$ cat src/rtl/fetch_stage.sv
// Instruction-fetch stage: owns the PC, drives the ready-based instruction
// memory handshake, absorbs one word in a skid buffer while decode stalls,
// and loads the IF/ID pipeline register.
module fetch_stage #(
  parameter logic [31:0] RESET_PC = 32'h0000_0000,
  parameter logic [31:0] NOP_INST = 32'h0000_0013
) (
  input  logic        clk,
  input  logic        rst,
  input  logic        PCSel,
  input  logic [31:0] alu_target,
  input  logic        stall,
  output logic        imem_req,
  output logic [31:0] imem_addr,
  input  logic [31:0] imem_rdata,
  input  logic        imem_ready,
  output logic [31:0] if_id_inst,
  output logic [31:0] if_id_pc,
  output logic [31:0] if_id_pc4,
  output logic        if_id_valid
);

  typedef enum logic [1:0] {
    S_BOOT  = 2'd0,
    S_FETCH = 2'd1,
    S_KILL  = 2'd2
  } state_t;

  state_t      r_state;
  state_t      w_state_nxt;
  logic [31:0] r_pc;
  logic [31:0] w_pc_nxt;
  logic [31:0] r_tgt;
  logic [31:0] w_tgt_nxt;
  logic        r_buf_valid;
  logic [31:0] r_buf_inst;
  logic [31:0] r_buf_pc;
  logic [31:0] r_if_inst;
  logic [31:0] r_if_pc;
  logic [31:0] r_if_pc4;
  logic        r_if_valid;

  logic [31:0] w_target;
  logic [31:0] w_pc_plus4;
  logic        w_req;
  logic        w_accept;
  logic        w_buf_load;

  assign w_target   = alu_target & 32'hFFFF_FFFC;
  assign w_pc_plus4 = r_pc + 32'd4;
  // The skid buffer blocks new requests, but a doomed request in KILL must
  // still be allowed to complete so the redirect can be issued.
  assign w_req      = (r_state != S_BOOT) && ((r_state == S_KILL) || !r_buf_valid);
  assign w_accept   = w_req && imem_ready;
  assign w_buf_load = (r_state == S_FETCH) && !PCSel && w_accept && stall;

  assign imem_req    = w_req;
  assign imem_addr   = r_pc;
  assign if_id_inst  = r_if_inst;
  assign if_id_pc    = r_if_pc;
  assign if_id_pc4   = r_if_pc4;
  assign if_id_valid = r_if_valid;

  // Next-state, next-PC and pending-target selection.
  always_comb begin
    w_state_nxt = r_state;
    w_pc_nxt    = r_pc;
    w_tgt_nxt   = r_tgt;
    case (r_state)
      S_BOOT: w_state_nxt = S_FETCH;
      S_FETCH: begin
        if (PCSel) begin
          if (w_accept) begin
            w_pc_nxt = w_target;
          end else begin
            w_tgt_nxt   = w_target;
            w_state_nxt = S_KILL;
          end
        end else if (w_accept) begin
          w_pc_nxt = w_pc_plus4;
        end
      end
      S_KILL: begin
        if (PCSel) w_tgt_nxt = w_target;
        if (w_accept) begin
          w_pc_nxt    = PCSel ? w_target : r_tgt;
          w_state_nxt = S_FETCH;
        end
      end
      default: w_state_nxt = S_BOOT;
    endcase
  end

  // State, PC and pending redirect target registers.
  always_ff @(posedge clk) begin
    if (rst) begin
      r_state <= S_BOOT;
      r_pc    <= RESET_PC;
      r_tgt   <= '0;
    end else begin
      r_state <= w_state_nxt;
      r_pc    <= w_pc_nxt;
      r_tgt   <= w_tgt_nxt;
    end
  end

  // One-entry skid buffer: captures a word accepted while decode is stalled.
  always_ff @(posedge clk) begin
    if (rst) begin
      r_buf_valid <= 1'b0;
    end else if (PCSel) begin
      r_buf_valid <= 1'b0;
    end else if (w_buf_load) begin
      r_buf_valid <= 1'b1;
      r_buf_inst  <= imem_rdata;
      r_buf_pc    <= r_pc;
    end else if (!stall && r_buf_valid) begin
      r_buf_valid <= 1'b0;
    end
  end

  // IF/ID register: flush, hold, drain buffer, take memory, else bubble.
  always_ff @(posedge clk) begin
    if (rst || PCSel) begin
      r_if_inst  <= NOP_INST;
      r_if_pc    <= '0;
      r_if_pc4   <= '0;
      r_if_valid <= 1'b0;
    end else if (stall) begin
      r_if_inst  <= r_if_inst;
      r_if_pc    <= r_if_pc;
      r_if_pc4   <= r_if_pc4;
      r_if_valid <= r_if_valid;
    end else if (r_buf_valid) begin
      r_if_inst  <= r_buf_inst;
      r_if_pc    <= r_buf_pc;
      r_if_pc4   <= r_buf_pc + 32'd4;
      r_if_valid <= 1'b1;
    end else if ((r_state == S_FETCH) && w_accept) begin
      r_if_inst  <= imem_rdata;
      r_if_pc    <= r_pc;
      r_if_pc4   <= w_pc_plus4;
      r_if_valid <= 1'b1;
    end else begin
      r_if_inst  <= NOP_INST;
      r_if_pc    <= '0;
      r_if_pc4   <= '0;
      r_if_valid <= 1'b0;
    end
  end

endmodule

$ cat config.mk
export PLATFORM = sky130hd
export DESIGN_NAME = fetch_stage
export DESIGN_NICKNAME = d
export VERILOG_FILES = /design/src/rtl/fetch_stage.sv
export SDC_FILE = /design/constraint.sdc
export NUM_CORES = 1
export LEC_CHECK = 0
export ABC_AREA = 1
export ABC_CLOCK_PERIOD_IN_PS = 12400
export CAP_MARGIN = 20
export CORE_ASPECT_RATIO = 1.25
export CORE_MARGIN = 5
export CORE_UTILIZATION = 35
export DETAILED_ROUTE_END_ITERATION = 7
export DONT_BUFFER_PORTS = 1
export GPL_TIMING_DRIVEN = 0
export PLACE_DENSITY_LB_ADDON = 0.08
export SYNTH_ARGS = -nofsm -noshare
export SYNTH_HDL_FRONTEND = slang
export SYNTH_SLANG_ARGS = --single-unit
export TNS_END_PERCENT = 20
$ cat constraint.sdc
create_clock -name clk -period 12.4 [get_ports clk]
set_input_delay 2.48 -clock clk [delete_from_list [all_inputs] [get_ports clk]]
set_output_delay 2.48 -clock clk [all_outputs]
set_load 0.05 [all_outputs]
; After elaboration in Yosys (flattened, before gate mapping)
; Index checks and enable logic that the tools add are counted.
[word_totals]
output_inout_bits = 130
in_bits = 69
ff_bits = 228
[op_classes]
add_sub_neg = 2
mux = 23
n_reduce_logical = 21
eq_ne = 6
bitwise_logic = 2
[op_table]
columns = operator, count
row1 = $mux W32, 13
row2 = $pmux W32 S2, 2
row3 = $add A32 B3 Y32 const B, 2
row4 = $reduce_and A3 Y1, 4
row5 = $ne A2 B2 Y1 const B, 4
row6 = $logic_and A1 B1 Y1, 7
row7 = $mux W2, 3
row8 = $pmux W2 S3, 1
row9 = $reduce_bool A2 Y1, 3
row10 = $mux W1, 4
row11 = $logic_not A1 Y1, 3
row12 = $eq A2 B1 Y1 const B, 1
row13 = $eq A2 B2 Y1 const B, 1
row14 = $logic_not A2 Y1, 1
row15 = $logic_or A1 B1 Y1, 2
row16 = $not A1 Y1, 2
row17 = $reduce_or A2 Y1, 1

; Logic depth before layout (Yosys ltp)
[logic_depth]
depth_word = 7
mapped_depth = 12
ltp_nobuf = 12

; Least setup slack after synthesis
; OpenSTA, ideal clock, no wires.
[synth_timing]
path_type = input port to flip-flop
from = input port stall
to = register r_buf_inst[0] (enable)
setup_slack_ps = 6179
path_stages = 4
arrival_time_ps = 5734
t_required_ps = 11914
setup_ps = 486
path_buffers = 2
path_cell_list = buf_2 clkbuf_1 nand3_1 nor2_1
[synth_between]
elab_chain_len = 2
[synth_rtl]
columns = element, line
row1 = "start, declared", 12  ; input logic stall,
row2 = $logic_and A1 B1 Y1, 55  ; assign w_buf_load = (r_state == S_FETCH) && !PCSel && w_accept && stall;
row3 = $reduce_and A3 Y1 (no source line), --
row4 = "end signal, assigned", 115  ; r_buf_inst <= imem_rdata;
row5 = "end, declared", 36  ; logic [31:0] r_buf_inst;
; Every way passes these cells.
; A chain may end at the register's enable or synchronous reset.

; Worst setup path after layout
[layout_timing]
from = input port stall
to = register r_buf_inst[18] (enable)
; Same word-level chain as after synthesis.

==> run_results.csv <==
group,metric,value,unit
clocking,cts_made_buffers,26,
sta,finClkSkew,0.0160,ns
cells_and_area,stdcell_count,1848,
logic_synthesis,synth_top_flop_cell,"dfxtp_1",
sta,period_minus_slack,4.18,ns
logic_synthesis,ys_ff_latch,226,
logic_synthesis,ys_warn_count,0,
clocking,cts.sinks,226,
cells_and_area,diodes,0,
sta,finalMaxSlewViolations,0,
routing,wl_per_cell,20.5,um
clocking,cts-root-buf,"clkbuf_16",
sta,whs,0.445,ns
cells_and_area,nets,1501,
cells_and_area,fill_cells,3143,
setup_path,start_kind,"input pin",
setup_path,critPathRequiredTime,12.62,ns
clocking,hold_buffers,0,
setup_path,cp_max_fo,28,
sta,finalSetupViolations,0,
setup_path,critical_path_class,"in2reg",
die,die-area,33800,um2
run,drv_cap,0,
cells_and_area,ff_latch_area,5160,um2
cells_and_area,multi_input_comb_area,4650,um2
logic_synthesis,syn_area_per_cell,7.56,um2
place,dpl.cell_count,1800,
sta,rsz0062_at_grt,"false",
setup_path,cp-end-kind,"flip-flop",
logic_synthesis,synth_area_leaders,"dfxtp_1 (31%), edfxtp_1 (18%), nand2_1 (12%)",
logic_synthesis,synth_most_common_cell,"nand2_1",
logic_synthesis,synth.largest_area_cell,"dfxtp_1",
logic_synthesis,seq_area_frac_synth,48.9,%
clocking,clockBufferDepth,3,
logic_synthesis,synth-edff-count,64,
logic_synthesis,synthDominantCellAreaShare,30.7,%
place,post-dp-hpwl,29200,um
setup_path,crit_family,"buffers and inverters",
clocking,clk_latency,0.53,ns
logic_synthesis,syn-cell-area,10600,um2
logic_synthesis,synthDistinctLibCells,34,
sta,final.period_utilization,33.7,%
die,chipHeight,204,um
clocking,cts.repair.resized,0,
setup_path,slowest_stage,"clkbuf_1",
power_and_ir_drop,p_per_area,194,nW/um2
die,rows,71,
die,core-area,29900,um2
die,die_x,165,um
status,outcome,"finished, final reports clean",
routing,via_per_inst,5.17,
routing,ant_nets,0,
grt,grt_pass1_vias,9258,
routing,wl,37900,um
clocking,htreeDepth,1,
logic_synthesis,synthesis.nets,1471,
power_and_ir_drop,p_leak,4.48,nW
sta,relSlewSlack,37.7,%
die,ios,199,
grt,antenna_found_initial,0,
routing,drc,0,
setup_path,cp_num_buf_inv,3,
setup_path,worstPathArrival,4.40,ns
logic_synthesis,synthArstFlopShare,0,%
min_path,hp-class,"reg2reg",
power_and_ir_drop,vdd_ir_drop_max,178,uV
clocking,path_clk_slew,0.06,ns
grt,grt_pass1_wl,56000,um
logic_synthesis,synthCells,1397,
place,routabilityCongestion,0.893,
grt,grt.overflow.total,0,
routing,vias,9548,
sta,max_freq,239,MHz
routing,drt-pass1-iter-count,5,
cells_and_area,drive_gt1_share,6.91,%
setup_path,crit_chain,"buf_2 -> clkbuf_1 -> nand3_1 -> nor2_4 -> buf_12",
sta,final.setup.tns,0,ns
logic_synthesis,synth.top_cells.by_count,"nand2_1 (324), a21oi_1 (206), dfxtp_1 (162)",
clocking,post_cts_buffers,0,
grt,gr-usage-all-layers,21.5,%
grt,grt_max_degree,30,
place,io_buffer_count,0,
sta,hold_viol_final,0,
sta,worst_pin_slew,0.933,ns
cells_and_area,areaGrowthSynthToFinish,14.5,%
die,start_util,35.3,%
clocking,cts_tree,"done",
routing,drt-initial-drc-count,682,
setup_path,critPathMaxStageDelay,0.54,ns
worst min-delay path, stage by stage, from the launching register on:
cell and delay [ns]:
dfxtp_1 0.31, inv_1 0.05, a21oi_1 0.05
cells by family (layout without fill, tap and decap cells):
group / after synthesis / in the layout / synth area share, %
DFF: 226 / 226 / 48.9
AOI/OAI and AO/OA: 413 / 413 / 20.4
xor gates and xnor gates: 21 / 21 / 1.74
adders and majority gates: 5 / 5 / 0.592
and+or+nand+nor: 545 / 545 / 21.2
buffers and inverters: 187 / 237 / 7.11
metrics by stage:
stage / utilization (%) / setup slack, ns / total power, mW / cell area [um2]
finish: 40.4 / 8.22 / 2.34 / 12100
global route: 40.4 / 8.20 / 2.46 / 12100
CTS: 40.4 / 8.29 / 2.37 / 12100
detailed placement: 37.1 / 7.74 / 1.48 / 11100
global placement: 36.9 / 3.68 / 1.47 / 11100
floorplan: - / 6.18 / 1.32 / 10600
layout by cell type, fill, tap and decap left out, types with 27 or more instances in the layout:
cell type | netlist | final
dfxtp_1 | 162 | 162
o21ai_0 | 155 | 155
clkbuf_1 | 45 | 47
nand2_1 | 324 | 324
inv_1 | 104 | 104
nand3_1 | 40 | 40
a21oi_1 | 206 | 206
nor2_1 | 142 | 141
clkbuf_16 | 0 | 27
edfxtp_1 | 64 | 64
buf_2 | 30 | 30
metal layers:
| layer | vias up | global-route usage [%] | wire length, um | part of all wire, % |
|---|---|---|---|---|
| met5 | - | 0 | 0 | 0 |
| met1 | 4487 | 25.3 | 14600 | 39 |
| li1 | 4734 | - | - | - |
| met4 | 0 | 5.13 | 775 | 2.0 |
| met3 | 41 | 5.59 | 3160 | 8.3 |
| met2 | 286 | 39.0 | 19300 | 51 |
area by class of cell:
type	count	area share [%]
plain buffers	79	2.86
clock buffers	30	5.76
clock inverters	18	2.37
inverters	108	3.35
multi-input cells	984	38.5
flip-flops and latches	226	42.7
well taps	401	4.15
repair buffers	2	0.331
state kept, by name (all words and copies together), names as in the netlist:
name	cells
if_id_inst	32
if_id_pc	32
imem_addr	32
r_buf_inst	32
r_buf_pc	32
r_tgt	32
if_id_pc4	30
r_state	2
if_id_valid	1
r_buf_valid	1
final timing paths:
kind	slack, ns	endpoint	cells after the start	start
worst max register to register	9.79	if_id_pc4[21]	8	r_buf_valid
worst max-delay path	8.22	r_buf_inst[18]	5	stall
worst min-delay path	0.44	r_tgt[3]	2	r_tgt[3]
worst min register to register	0.44	r_tgt[3]	2	r_tgt[3]
where the power goes:
group	switching, mW	internal, mW	total, mW	leakage, nW
Combinational	0.278	0.118	0.397	2.09
Clock	0.319	0.567	0.885	0.487
Sequential	0.208	0.855	1.06	1.91
Total	0.804	1.54	2.34	4.48
(Power assumes the default switching activity.)
